--- src/rtl/bus_pkg.sv ---
// Shared constants, state encoding and helpers for the requester-side bus arbiter.
package bus_pkg;

    localparam int ADDR_W = 16;
    localparam int DATA_W = 8;

    // Address nibble at and above which an access targets video memory/registers.
    localparam logic [3:0] VID_NIB = 4'hE;

    typedef enum logic [1:0] {
        IDLE = 2'd0,
        XFER = 2'd1,
        ACK  = 2'd2
    } bus_state_e;

    function automatic logic is_video_write(
        input logic              rw_i,
        input logic [ADDR_W-1:0] addr_i,
        input logic [3:0]        nib_i
    );
        return rw_i && (addr_i[ADDR_W-1 -: 4] >= nib_i);
    endfunction

endpackage

--- src/rtl/rr_pick.sv ---
// Combinational round-robin picker: first set bit of the mask at or after ptr,
// wrapping modulo N.
module rr_pick #(
    parameter int  N     = 2,
    localparam int IDX_W = (N > 1) ? $clog2(N) : 1
) (
    input  logic [N-1:0]     elig,
    input  logic [IDX_W-1:0] ptr,
    output logic [N-1:0]     winner,
    output logic             valid
);

    logic [IDX_W:0]   sum;
    logic [IDX_W-1:0] idx;

    always_comb begin
        winner = '0;
        valid  = 1'b0;
        sum    = '0;
        idx    = '0;
        for (int k = 0; k < N; k++) begin
            sum = {1'b0, ptr} + (IDX_W+1)'(k);
            if (sum >= (IDX_W+1)'(N)) begin
                sum = sum - (IDX_W+1)'(N);
            end
            idx = sum[IDX_W-1:0];
            if (!valid && elig[idx]) begin
                winner[idx] = 1'b1;
                valid       = 1'b1;
            end
        end
    end

endmodule

--- src/rtl/bus_arbiter.sv ---
// Round-robin arbiter sharing the CPU-side bus between N requesters, with
// per-owner lock chaining and vsync gating of video-region writes.
module bus_arbiter
    import bus_pkg::ADDR_W;
    import bus_pkg::DATA_W;
    import bus_pkg::bus_state_e;
    import bus_pkg::IDLE;
    import bus_pkg::XFER;
    import bus_pkg::ACK;
    import bus_pkg::is_video_write;
#(
    parameter int         N       = 2,
    parameter logic [3:0] VID_NIB = bus_pkg::VID_NIB
) (
    input  logic                  clk,
    input  logic                  reset,
    input  logic                  vsync,
    input  logic [N-1:0]          req,
    input  logic [N-1:0]          lock,
    input  logic [ADDR_W*N-1:0]   m_addr,
    input  logic [DATA_W*N-1:0]   m_wdata,
    input  logic [N-1:0]          m_rw,
    output logic [N-1:0]          gnt,
    output logic [N-1:0]          m_ack,
    output logic [DATA_W-1:0]     m_rdata,
    output logic [ADDR_W-1:0]     addr,
    output logic [DATA_W-1:0]     data,
    output logic                  rw,
    input  logic [DATA_W-1:0]     din
);

    localparam int IDX_W = (N > 1) ? $clog2(N) : 1;

    bus_state_e        state_q, state_d;
    logic [N-1:0]      gnt_q, gnt_d;
    logic [N-1:0]      ack_q, ack_d;
    logic [IDX_W-1:0]  owner_q, owner_d;
    logic [IDX_W-1:0]  ptr_q, ptr_d;
    logic [ADDR_W-1:0] addr_q, addr_d;
    logic [DATA_W-1:0] data_q, data_d;
    logic [DATA_W-1:0] rdata_q, rdata_d;
    logic              rw_q, rw_d;

    logic [N-1:0]      elig;
    logic [N-1:0]      pick_oh;
    logic              pick_vld;
    logic [IDX_W-1:0]  pick_idx;
    logic [IDX_W-1:0]  sel_idx;
    logic [ADDR_W-1:0] sel_addr;
    logic [DATA_W-1:0] sel_data;
    logic              sel_rw;
    logic [IDX_W-1:0]  ptr_next;

    // Gating is only evaluated when a grant is made; a transfer already on the
    // bus finishes even if vsync drops.
    always_comb begin
        elig = '0;
        for (int i = 0; i < N; i++) begin
            elig[i] = req[i] &&
                      (vsync || !is_video_write(m_rw[i], m_addr[i*ADDR_W +: ADDR_W], VID_NIB));
        end
    end

    rr_pick #(.N(N)) u_pick (
        .elig   (elig),
        .ptr    (ptr_q),
        .winner (pick_oh),
        .valid  (pick_vld)
    );

    always_comb begin
        pick_idx = '0;
        for (int i = 0; i < N; i++) begin
            if (pick_oh[i]) begin
                pick_idx = IDX_W'(i);
            end
        end
    end

    // In ACK the only candidate is the current owner re-loading under lock.
    assign sel_idx = (state_q == ACK) ? owner_q : pick_idx;

    always_comb begin
        sel_addr = '0;
        sel_data = '0;
        sel_rw   = 1'b0;
        for (int i = 0; i < N; i++) begin
            if (IDX_W'(i) == sel_idx) begin
                sel_addr = m_addr[i*ADDR_W +: ADDR_W];
                sel_data = m_wdata[i*DATA_W +: DATA_W];
                sel_rw   = m_rw[i];
            end
        end
    end

    assign ptr_next = (owner_q == IDX_W'(N-1)) ? '0 : owner_q + IDX_W'(1);

    always_comb begin
        state_d = state_q;
        gnt_d   = gnt_q;
        ack_d   = '0;
        owner_d = owner_q;
        ptr_d   = ptr_q;
        addr_d  = addr_q;
        data_d  = data_q;
        rdata_d = rdata_q;
        rw_d    = 1'b0;

        unique case (state_q)
            IDLE: begin
                if (pick_vld) begin
                    gnt_d   = pick_oh;
                    owner_d = pick_idx;
                    addr_d  = sel_addr;
                    data_d  = sel_data;
                    rw_d    = sel_rw;
                    state_d = XFER;
                end
            end
            XFER: begin
                if (!rw_q) begin
                    rdata_d = din;
                end
                ack_d   = gnt_q;
                state_d = ACK;
            end
            ACK: begin
                if (lock[owner_q] && elig[owner_q]) begin
                    addr_d  = sel_addr;
                    data_d  = sel_data;
                    rw_d    = sel_rw;
                    state_d = XFER;
                end else begin
                    ptr_d   = ptr_next;
                    gnt_d   = '0;
                    state_d = IDLE;
                end
            end
            default: begin
                gnt_d   = '0;
                state_d = IDLE;
            end
        endcase
    end

    always_ff @(posedge clk or negedge reset) begin
        if (!reset) begin
            state_q <= IDLE;
            gnt_q   <= '0;
            ack_q   <= '0;
            owner_q <= '0;
            ptr_q   <= '0;
            addr_q  <= '0;
            data_q  <= '0;
            rdata_q <= '0;
            rw_q    <= 1'b0;
        end else begin
            state_q <= state_d;
            gnt_q   <= gnt_d;
            ack_q   <= ack_d;
            owner_q <= owner_d;
            ptr_q   <= ptr_d;
            addr_q  <= addr_d;
            data_q  <= data_d;
            rdata_q <= rdata_d;
            rw_q    <= rw_d;
        end
    end

    assign gnt     = gnt_q;
    assign m_ack   = ack_q;
    assign m_rdata = rdata_q;
    assign addr    = addr_q;
    assign data    = data_q;
    assign rw      = rw_q;

endmodule
--- config.mk ---
export PLATFORM = sky130hd
export DESIGN_NAME = bus_arbiter
export DESIGN_NICKNAME = d
export VERILOG_FILES = /design/src/rtl/bus_pkg.sv /design/src/rtl/rr_pick.sv /design/src/rtl/bus_arbiter.sv
export SDC_FILE = /design/constraint.sdc
export NUM_CORES = 1
export LEC_CHECK = 0
export BUFFER_PORTS_ARGS = -buffer_cell sky130_fd_sc_hd__buf_2
export CORE_MARGIN = 2
export CORE_UTILIZATION = 51
export CTS_BUF_LIST = sky130_fd_sc_hd__clkbuf_2
export CTS_CLUSTER_SIZE = 14
export DETAILED_ROUTE_END_ITERATION = 8
export MAX_ROUTING_LAYER = met4
export PLACE_DENSITY_LB_ADDON = 0.1
export SLEW_MARGIN = 20
export SYNTH_ARGS = -nofsm -noshare
export SYNTH_HDL_FRONTEND = slang
export SYNTH_SLANG_ARGS = --single-unit
--- constraint.sdc ---
create_clock -name clk -period 4.95 [get_ports clk]
set_clock_uncertainty 0.05 [all_clocks]
set_input_delay 0.495 -clock clk [delete_from_list [all_inputs] [get_ports clk]]
set_output_delay 0.495 -clock clk [all_outputs]
set_load 0.005 [all_outputs]
==> results of run 1 <==
-- worst reg2reg max path, cell delays in order, from the launching register on --
cell and delay, ns:
dfrtp_1 0.48, nor2b_1 0.31, o31a_2 0.73, mux2_2 0.42, mux2_2 0.26
-- per-layer routing --
layer  share of wire  global-route usage
met1            0.41               0.234
met2            0.49               0.305
met3           0.079              0.0658
met4           0.016              0.0700
met5               0                   -
-- cell type report --
cell class | count | area (um2) | share of cell area
flip-flops and latches | 41 | 1030 | 0.382
multi-input cells | 91 | 1020 | 0.381
repair buffers | 101 | 505 | 0.188
well taps | 50 | 62.6 | 0.0233
clock inverters | 2 | 35.0 | 0.0130
clock buffers | 5 | 25.0 | 0.00931
inverters | 3 | 11.3 | 0.00419
-- final timing paths --
path,end,from
max,data[1]$_DFFE_PN0P_,state_q[1]$_DFFE_PN0P_
min,data[6]$_DFFE_PN0P_,reset
max reg2reg,data[1]$_DFFE_PN0P_,state_q[1]$_DFFE_PN0P_
min reg2reg,data[3]$_DFFE_PN0P_,data[3]$_DFFE_PN0P_
max in group asynchronous,data[2]$_DFFE_PN0P_,reset
min in group clk,m_rdata[4]$_DFFE_PN0P_,din[4]
-- stage by stage --
step	cell area (um2)	utilization
floorplan	2110	-
global placement	2630	0.657
detailed placement	2630	0.657
CTS	2690	0.672
global route	2690	0.672
finish	2690	0.672
-- sequential cells by signal, summed over array words and instances, names as in the netlist --
signal   flops
addr        16
data         8
m_rdata      8
gnt          2
m_ack        2
state_q      2
owner_q      1
ptr_q        1
rw           1
-- synthesized netlist by cell type, drive strengths merged, types with 2 or more instances --
cell type   n
a21oi       2
a31oi       2
and2        2
buf         5
dfrtp      41
inv         3
mux2       56
nand2       5
nor2        3
nor2b       5
-- power breakdown --
part           switching (mW)  leakage (nW)  internal, mW
sequential             0.0985         0.488         0.501
clock                   0.103        0.0388        0.0821
combinational           0.300         0.895         0.502
total                   0.501          1.42          1.09
-- cell families (layout without fill, tap and decap cells) --
logic type      Yosys count  after routing  synth area share
flops                    41             41             0.485
mux                      57             57             0.370
buf+inv                   9            111            0.0373
compound gates           14             14            0.0556
simple gates             20             20            0.0515
==> results by group, run 1 <==
Pwr
  • Total power: ~1.6 mW
  • LEAKAGE: 1.42 nW
  • Peak supply drop: approximately 0.00043 V
  • Power Dens Cells: slightly below 600 nW/um2

Layout
  • Antenna diodes: 0
  • Fillers: around 310
  • Non-Filler Instances: 293
  • Final net count: roughly 310
  • Commonest non-fill, non-tap cells in the layout: buf_2 (101), dfrtp_1 (41), mux2_4 (38), mux2_2 (18)
  • Area grow syn2layout: 27.2%
  • Ratio of cells with drive above 1 in the final layout: 0.683
  • Commonest non-fill, non-tap cell in the layout: buf_2

Outcome
  • Status: finished, final reports clean

Synthesis
  • Synth Flop Type: dfrtp_1
  • Post-synth EDFFs: 0
  • Yosys cell types: 31
  • Post-synthesis sequential area ratio: 0.485
  • #FFs+latches synth: between 40 and 50
  • Synth warn: 0
  • Cell taking the most area after synthesis: dfrtp_1
  • Syn nets: between 200 and 250
  • Mapped Cells: around 140
  • Yosys top cell area share: 0.485
  • Post-synthesis cell area: between 2000 and 2500 um2
  • Syn Area/Cell: 15.0 um2
  • Area contributors post-synth: dfrtp_1 (49%), mux2_4 (27%), mux2_2 (9.6%)
  • Ys async rst share: 1.00

Detailed routing
  • First-pass iteration count of the detailed router: 4
  • Final WL: about 4000 um
  • Wire per inst: approximately 14 um
  • DR DRC count: 0
  • ANT nets after route: 0
  • DRT iter0 DRCs: 44
  • DR vias: about 1500
  • Vias/cell: between 4 and 5

Timing
  • Unrepaired setup endpoints after global routing: no
  • Slew headroom: 0.356
  • Worst Tran Pin Value: between 0.9 and 1 ns
  • Fmax achieved: roughly 420 MHz
  • Final hold slack: roughly 0.1 ns
  • Setup-failing EPs final: 0
  • Final hold violations: 0
  • Setup TNS Final: 0 ns
  • Fin crit period: between 2 and 2.5 ns
  • Post-route setup slack: ~2.6 ns
  • Final-report max-slew violation count: 0
  • Tcrit/Tclk final: 0.476

Global route
  • Global-route wire length before repair: between 6000 and 7000 um
  • Initial antenna violation count: 0
  • Largest net degree at the start of global routing: 42
  • Congestion Overflow GR: 0
  • Vias in the first global route: 1428
  • GRT Total Usage: 0.195

Clock tree
  • Clk buf depth: 2
  • Worst-Skew Late Latency: roughly 0.4 ns
  • Post-CTS Setup Bufs: 0
  • TritonCTS clock tree: done
  • CTS sink cnt: approximately 40
  • Post-cts gate resize count: 0
  • Max H-tree Level: 2
  • CTS buffer count: 5
  • Hold Buf Count CTS: 0
  • CTS clk-pin slew, worst paths: between 0.2 and 0.25 ns
  • Root Driver: clkbuf_2

Flow run
  • # Max-Cap Violations: 0

Placement
  • Pre-CTS setup slack: ~2.3 ns
  • Dpl cells: approximately 290
  • Number of port buffers: between 100 and 150
  • Global placer's final weighted congestion: between 0.7 and 0.8

Floorplanning
  • Core ar.: between 4000 and 5000 um2
  • Num rows: 23
  • I/O pin cnt: around 100
  • Initial Util: 0.529
  • Die Y: ~68 um
  • Die W: roughly 70 um
  • Die ar.: 4680 um2

Setup path
  • Startpoint Class: flop
  • R2R depth: 4
  • Setup CP Type: flop to flop
  • Critical path cell sequence: nor2b_1 -> o31a_2 -> mux2_2 -> mux2_2
  • Buffers & Inverters on Critical Path: 0
  • Top delay family on crit path: compound AO/OA/AOI/OAI gates
  • Setup crit end kind: flop
  • R2r setup slk: approximately 2.6 ns
  • Slowest CP cell: o31a_2
  • WP data arrival: 2.60 ns
  • Crit-path max cell delay: about 0.73 ns
  • Worst EP required: around 5.2 ns
  • Crit Path Max Fanout: 25
  • WP depth: 4
  • Most frequent CP cell: mux2_2

Hold path
  • Worst Hold Class: input pin to async pin
(Power assumes the default switching activity.)
==> run 2, diff against run 1 <==
CORE_UTILIZATION = 43   (was 51)
clock period = 2.1 ns   (was 4.95 ns; I/O delays follow)
==> results by group, run 2 (synthesis results as in run 1) <==
Outcome
  • Status: finished, final reports clean

Global route
  • GRT busiest layer: met2
  • Congestion Overflow GR: 0
  • GRT Total Usage: 0.158
  • Global-route wire length before repair: about 6400 um
  • Vias in the first global route: about 1400
  • M1 GR Usage: 0.183
  • Global-route track usage on met3: 0.0393
  • Initial antenna violation count: 0
  • Largest net degree at the start of global routing: 21
  • Met2 Usage GRT: 0.271

Detailed routing
  • Wire per inst: ~13 um
  • DR DRC count: 0
  • First-pass iteration count of the detailed router: 4
  • ANT nets after route: 0
  • DRT iter0 DRCs: 32
  • Vias/cell: around 4.7
  • Final WL: about 4300 um
  • DR vias: between 1500 and 2000

Placement
  • Placed Area: between 2000 and 3000 um2
  • Global placer's final weighted congestion: approximately 0.85
  • Number of port buffers: 101
  • Final HPWL from detailed placement: 3270 um
  • Dpl cells: around 320

Timing
  • Worst Tran Pin Value: 0.430 ns
  • Setup-failing EPs final: 0
  • Final hold slack: 0.0258 ns
  • Fmax achieved: roughly 540 MHz
  • Unrepaired setup endpoints after global routing: no
  • Setup TNS Final: 0 ns
  • Tcrit/Tclk final: 0.886
  • Final-report max-slew violation count: 0
  • Slew headroom: 0.714
  • Fin crit period: 1.86 ns
  • Final hold violations: 0

Setup path
  • WP data arrival: around 2.1 ns
  • Worst EP required: approximately 2.4 ns
  • R2r setup slk: 0.24 ns
  • Crit Path Max Fanout: 14
  • Setup CP Type: flop to flop
  • Setup crit end kind: flop
  • Startpoint Class: flop

Pwr
  • Power Dens Cells: ~1400 nW/um2
  • Peak supply drop: 0.000837 V
  • LEAKAGE: 1.54 nW

Clock tree
  • TritonCTS clock tree: done
  • CTS sink cnt: 41
  • Root Driver: clkbuf_2
  • CTS clk-pin slew, worst paths: approximately 0.21 ns
  • Worst-Skew Late Latency: approximately 0.39 ns
  • Post-cts gate resize count: 0
  • CTS buffer count: 5
  • Clk buf depth: 2
  • Max H-tree Level: 2

Layout
  • Fin area: approximately 2900 um2
  • Area grow syn2layout: 39.3%
  • Commonest non-fill, non-tap cells in the layout: buf_2 (101), dfrtp_1 (41), mux2_4 (38), mux2_2 (18), buf_4 (10)
  • Antenna diodes: 0
  • Non-Filler Instances: around 330
  • Max reg flops: 16
  • Fillers: roughly 380
  • Commonest non-fill, non-tap cell in the layout: buf_2
  • Ratio of cells with drive above 1 in the final layout: 0.677
  • Register cell area after layout: between 1000 and 1500 um2
  • Utilization after layout: 0.624
  • Area of the multi-input gates: slightly above 1000 um2
  • Final net count: between 300 and 400

Floorplanning
  • Num rows: 25
  • Initial Util: 0.448
  • I/O pin cnt: between 100 and 150
  • Die W: approximately 74 um
  • Die Y: roughly 74 um
  • Core ar.: roughly 4700 um2
  • Die ar.: approximately 5500 um2

Hold path
  • Worst Hold Class: input pin to flop

Flow run
  • # Max-Cap Violations: 0
run 2: changes by cell type in the layout (fill, tap and decap cells not counted), sizes merged:
cell / before / now
dlygate4sd3: 0 / 9
clkinvlp: 0 / 1
buf: 101 / 114
run 2: through the flow:
step	setup WS (ns)	power, mW
2_1_floorplan	0.172	2.81
3_3_place_gp	0.0777	3.52
3_5_place_dp	0.0578	3.55
4_1_cts	0.226	4.04
5_1_grt	0.122	4.24
6_report	0.240	3.98
run 2: cell type report:
class                      instances  area share
clock buffer                       5     0.00849
clock inverter                     3      0.0157
inverter                           3     0.00382
multi-input combinational         91       0.347
sequential                        41       0.348
tap                               67      0.0285
timing repair buffer             123       0.248
run 2: critical path, cell delays in order (launching register included):
cell and delay, ns:
dfrtp_1 0.39, inv_1 0.07, o211a_1 0.15, o31a_2 0.38
buf_12 0.17, mux2_4 0.31, mux2_4 0.26
run 2: where the power goes:
group	total [mW]	internal (mW)	switching, mW	leakage [nW]
Sequential	1.38	1.18	0.198	0.488
Clock	0.466	0.203	0.263	0.0392
Combinational	2.14	1.35	0.781	1.01
run 2: final timing paths:
path,startpoint,cells past startpoint,to
min,lock[1],3,ptr_q$_DFFE_PN0P_
max,ptr_q$_DFFE_PN0P_,6,addr[15]$_DFFE_PN0P_
min in group asynchronous,reset,2,addr[11]$_DFFE_PN0P_
max reg2reg,ptr_q$_DFFE_PN0P_,6,addr[15]$_DFFE_PN0P_
min reg2reg,m_rdata[2]$_DFFE_PN0P_,1,m_rdata[2]$_DFFE_PN0P_
max in group asynchronous,reset,3,addr[13]$_DFFE_PN0P_
run 2: routing by layer:
| metal | up-vias | routed length (um) |
|---|---|---|
| met3 | 5 | 283 |
| met2 | 57 | 2120 |
| met4 | 0 | 46 |
| met1 | 744 | 1830 |
| met5 | - | 0 |
| li1 | 758 | - |
run 2: timing repair:
action                                 4_1_cts  5_1_grt
endpoints found under the hold margin       26        0
buffers inserted                             0        0
hold buffers                                 9        0
==> run 3, diff against run 2 <==
PLACE_DENSITY = 0.78   (was not set)
PLACE_DENSITY_LB_ADDON = not set   (was 0.1)
==> results by group, run 3 (synthesis results as in run 1) <==
Timing
  • Setup-failing EPs final: 0
  • Fmax achieved: around 540 MHz
  • Unrepaired setup endpoints after global routing: no
  • Final hold violations: 0
  • Worst Tran Pin Value: 0.373 ns
  • Tcrit/Tclk final: 0.886
  • Post-route setup slack: ~0.24 ns
  • Final-report max-slew violation count: 0
  • Final hold slack: approximately 0.043 ns
  • Slew headroom: 0.750
  • Fin crit period: approximately 1.9 ns

Setup path
  • Startpoint Class: flop
  • Crit Path Max Fanout: 17
  • Setup crit end kind: flop
  • R2R depth: 6
  • Crit path from: ptr_q$_DFFE_PN0P_
  • WP data arrival: 2.10 ns
  • Setup CP Type: flop to flop
  • Crit path to: data[2]$_DFFE_PN0P_
  • FF-to-FF End: data[2]$_DFFE_PN0P_
  • FF-to-FF Start: ptr_q$_DFFE_PN0P_
  • R2r setup slk: 0.24 ns
  • Worst EP required: between 2 and 2.5 ns

Clock tree
  • Clk buf depth: 2
  • Root Driver: clkbuf_2
  • Hold Buf Count CTS: 9
  • Worst-Skew Late Latency: around 0.4 ns
  • CTS buffer count: 5
  • Post-CTS Setup Bufs: 0
  • CTS sink cnt: 41
  • Max H-tree Level: 2
  • Post-cts gate resize count: 0
  • CTS clk-pin slew, worst paths: about 0.19 ns
  • TritonCTS clock tree: done

Detailed routing
  • Vias/cell: between 4 and 5
  • DR DRC count: 0
  • DRT iter0 DRCs: 53
  • ANT nets after route: 0
  • Wire per inst: between 10 and 15 um
  • Final WL: 4420 um
  • First-pass iteration count of the detailed router: 4
  • DR vias: roughly 1600

Pwr
  • LEAKAGE: 1.55 nW
  • Clock Power Share: 0.142
  • Combinational Power Share: 0.517
  • P_sw: 1.23 mW
  • P_int: approximately 2.8 mW
  • Net Sw Frac: 0.302
  • Sequential share of power: 0.341
  • Peak supply drop: roughly 0.00072 V
  • Power Dens Cells: approximately 1400 nW/um2

Global route
  • Largest net degree at the start of global routing: 21
  • Congestion Overflow GR: 0
  • Vias in the first global route: between 1500 and 2000
  • GRT Total Usage: 0.172
  • Global-route wire length before repair: roughly 6900 um
  • Initial antenna violation count: 0

Floorplanning
  • Die ar.: about 5500 um2
  • Num rows: 25
  • Initial Util: 0.448
  • Die W: 74.1 um
  • I/O pin cnt: just over 100
  • Core ar.: about 4700 um2
  • Die Y: roughly 74 um

Layout
  • Final net count: 330
  • Area of the multi-input gates: 1020 um2
  • Ratio of cells with drive above 1 in the final layout: 0.677
  • Area grow syn2layout: 39.6%
  • Fillers: between 300 and 400
  • Commonest non-fill, non-tap cell in the layout: buf_2
  • Register cell area after layout: roughly 1000 um2
  • Commonest non-fill, non-tap cells in the layout: buf_2 (101), dfrtp_1 (41), mux2_4 (38), mux2_2 (18), buf_4 (11)
  • Antenna diodes: 0
  • Max reg flops: 16

Outcome
  • Status: finished, final reports clean

Flow run
  • # Max-Cap Violations: 0

Placement
  • Final HPWL from detailed placement: 3370 um
  • Global placer's final weighted congestion: 0.848
  • Pre-CTS setup slack: -0.0158 ns
  • Number of port buffers: around 100

Hold path
  • Worst Hold Class: input pin to flop
-- run 3: worst max-delay path, stage by stage (launching register included) --
cell and delay [ns]:
dfrtp_1 0.42, inv_1 0.07, o211a_1 0.19, o31a_2 0.23
buf_12 0.19, mux2_2 0.35, mux2_2 0.26
-- run 3: stage by stage --
step	TNS (ns)	instances	instance area, um2	util	total power [mW]
2_1_floorplan	0	141	2110	-	2.81
3_3_place_gp	0	316	2770	0.587	3.47
3_5_place_dp	-0.0789	316	2770	0.587	3.52
4_1_cts	0	333	2950	0.625	4.12
5_1_grt	0	333	2950	0.625	4.34
6_report	0	333	2950	0.625	4.07
-- run 3: worst min-delay path by stage --
stage / endpoint / from / depth (start not counted)
finish: ptr_q$_DFFE_PN0P_ / lock[1] / 3
global route: ptr_q$_DFFE_PN0P_ / lock[1] / 3
CTS: ptr_q$_DFFE_PN0P_ / lock[1] / 3
detailed placement: data[6]$_DFFE_PN0P_ / reset / 1
global placement: data[6]$_DFFE_PN0P_ / reset / 1
floorplan: addr[0]$_DFFE_PN0P_ / reset / 0
-- run 3: metal layers --
| layer | up-vias | track usage | share of wire |
|---|---|---|---|
| li1 | 756 | - | - |
| met1 | 755 | 0.206 | 0.43 |
| met2 | 64 | 0.282 | 0.50 |
| met3 | 6 | 0.0379 | 0.062 |
| met4 | 0 | 0.0667 | 0.012 |
| met5 | - | - | 0 |
-- run 3: cell type report --
cell class                      instances  area share
Clock buffer                            5     0.00847
Clock inverter                          3      0.0220
Inverter                                3     0.00381
Timing Repair Buffer                  123       0.243
Multi-Input combinational cell         91       0.347
Sequential cell                        41       0.347
Tap cell                               67      0.0284
-- run 3: power groups by stage --
stage | Combinational [mW] | Clock [mW] | Sequential (mW)
3_3_place_gp | 2.07 | 0 | 1.40
3_5_place_dp | 2.12 | 0 | 1.40
5_1_grt | 2.28 | 0.625 | 1.44
2_1_floorplan | 1.37 | 0 | 1.44
6_report | 2.10 | 0.578 | 1.39
4_1_cts | 2.13 | 0.594 | 1.39
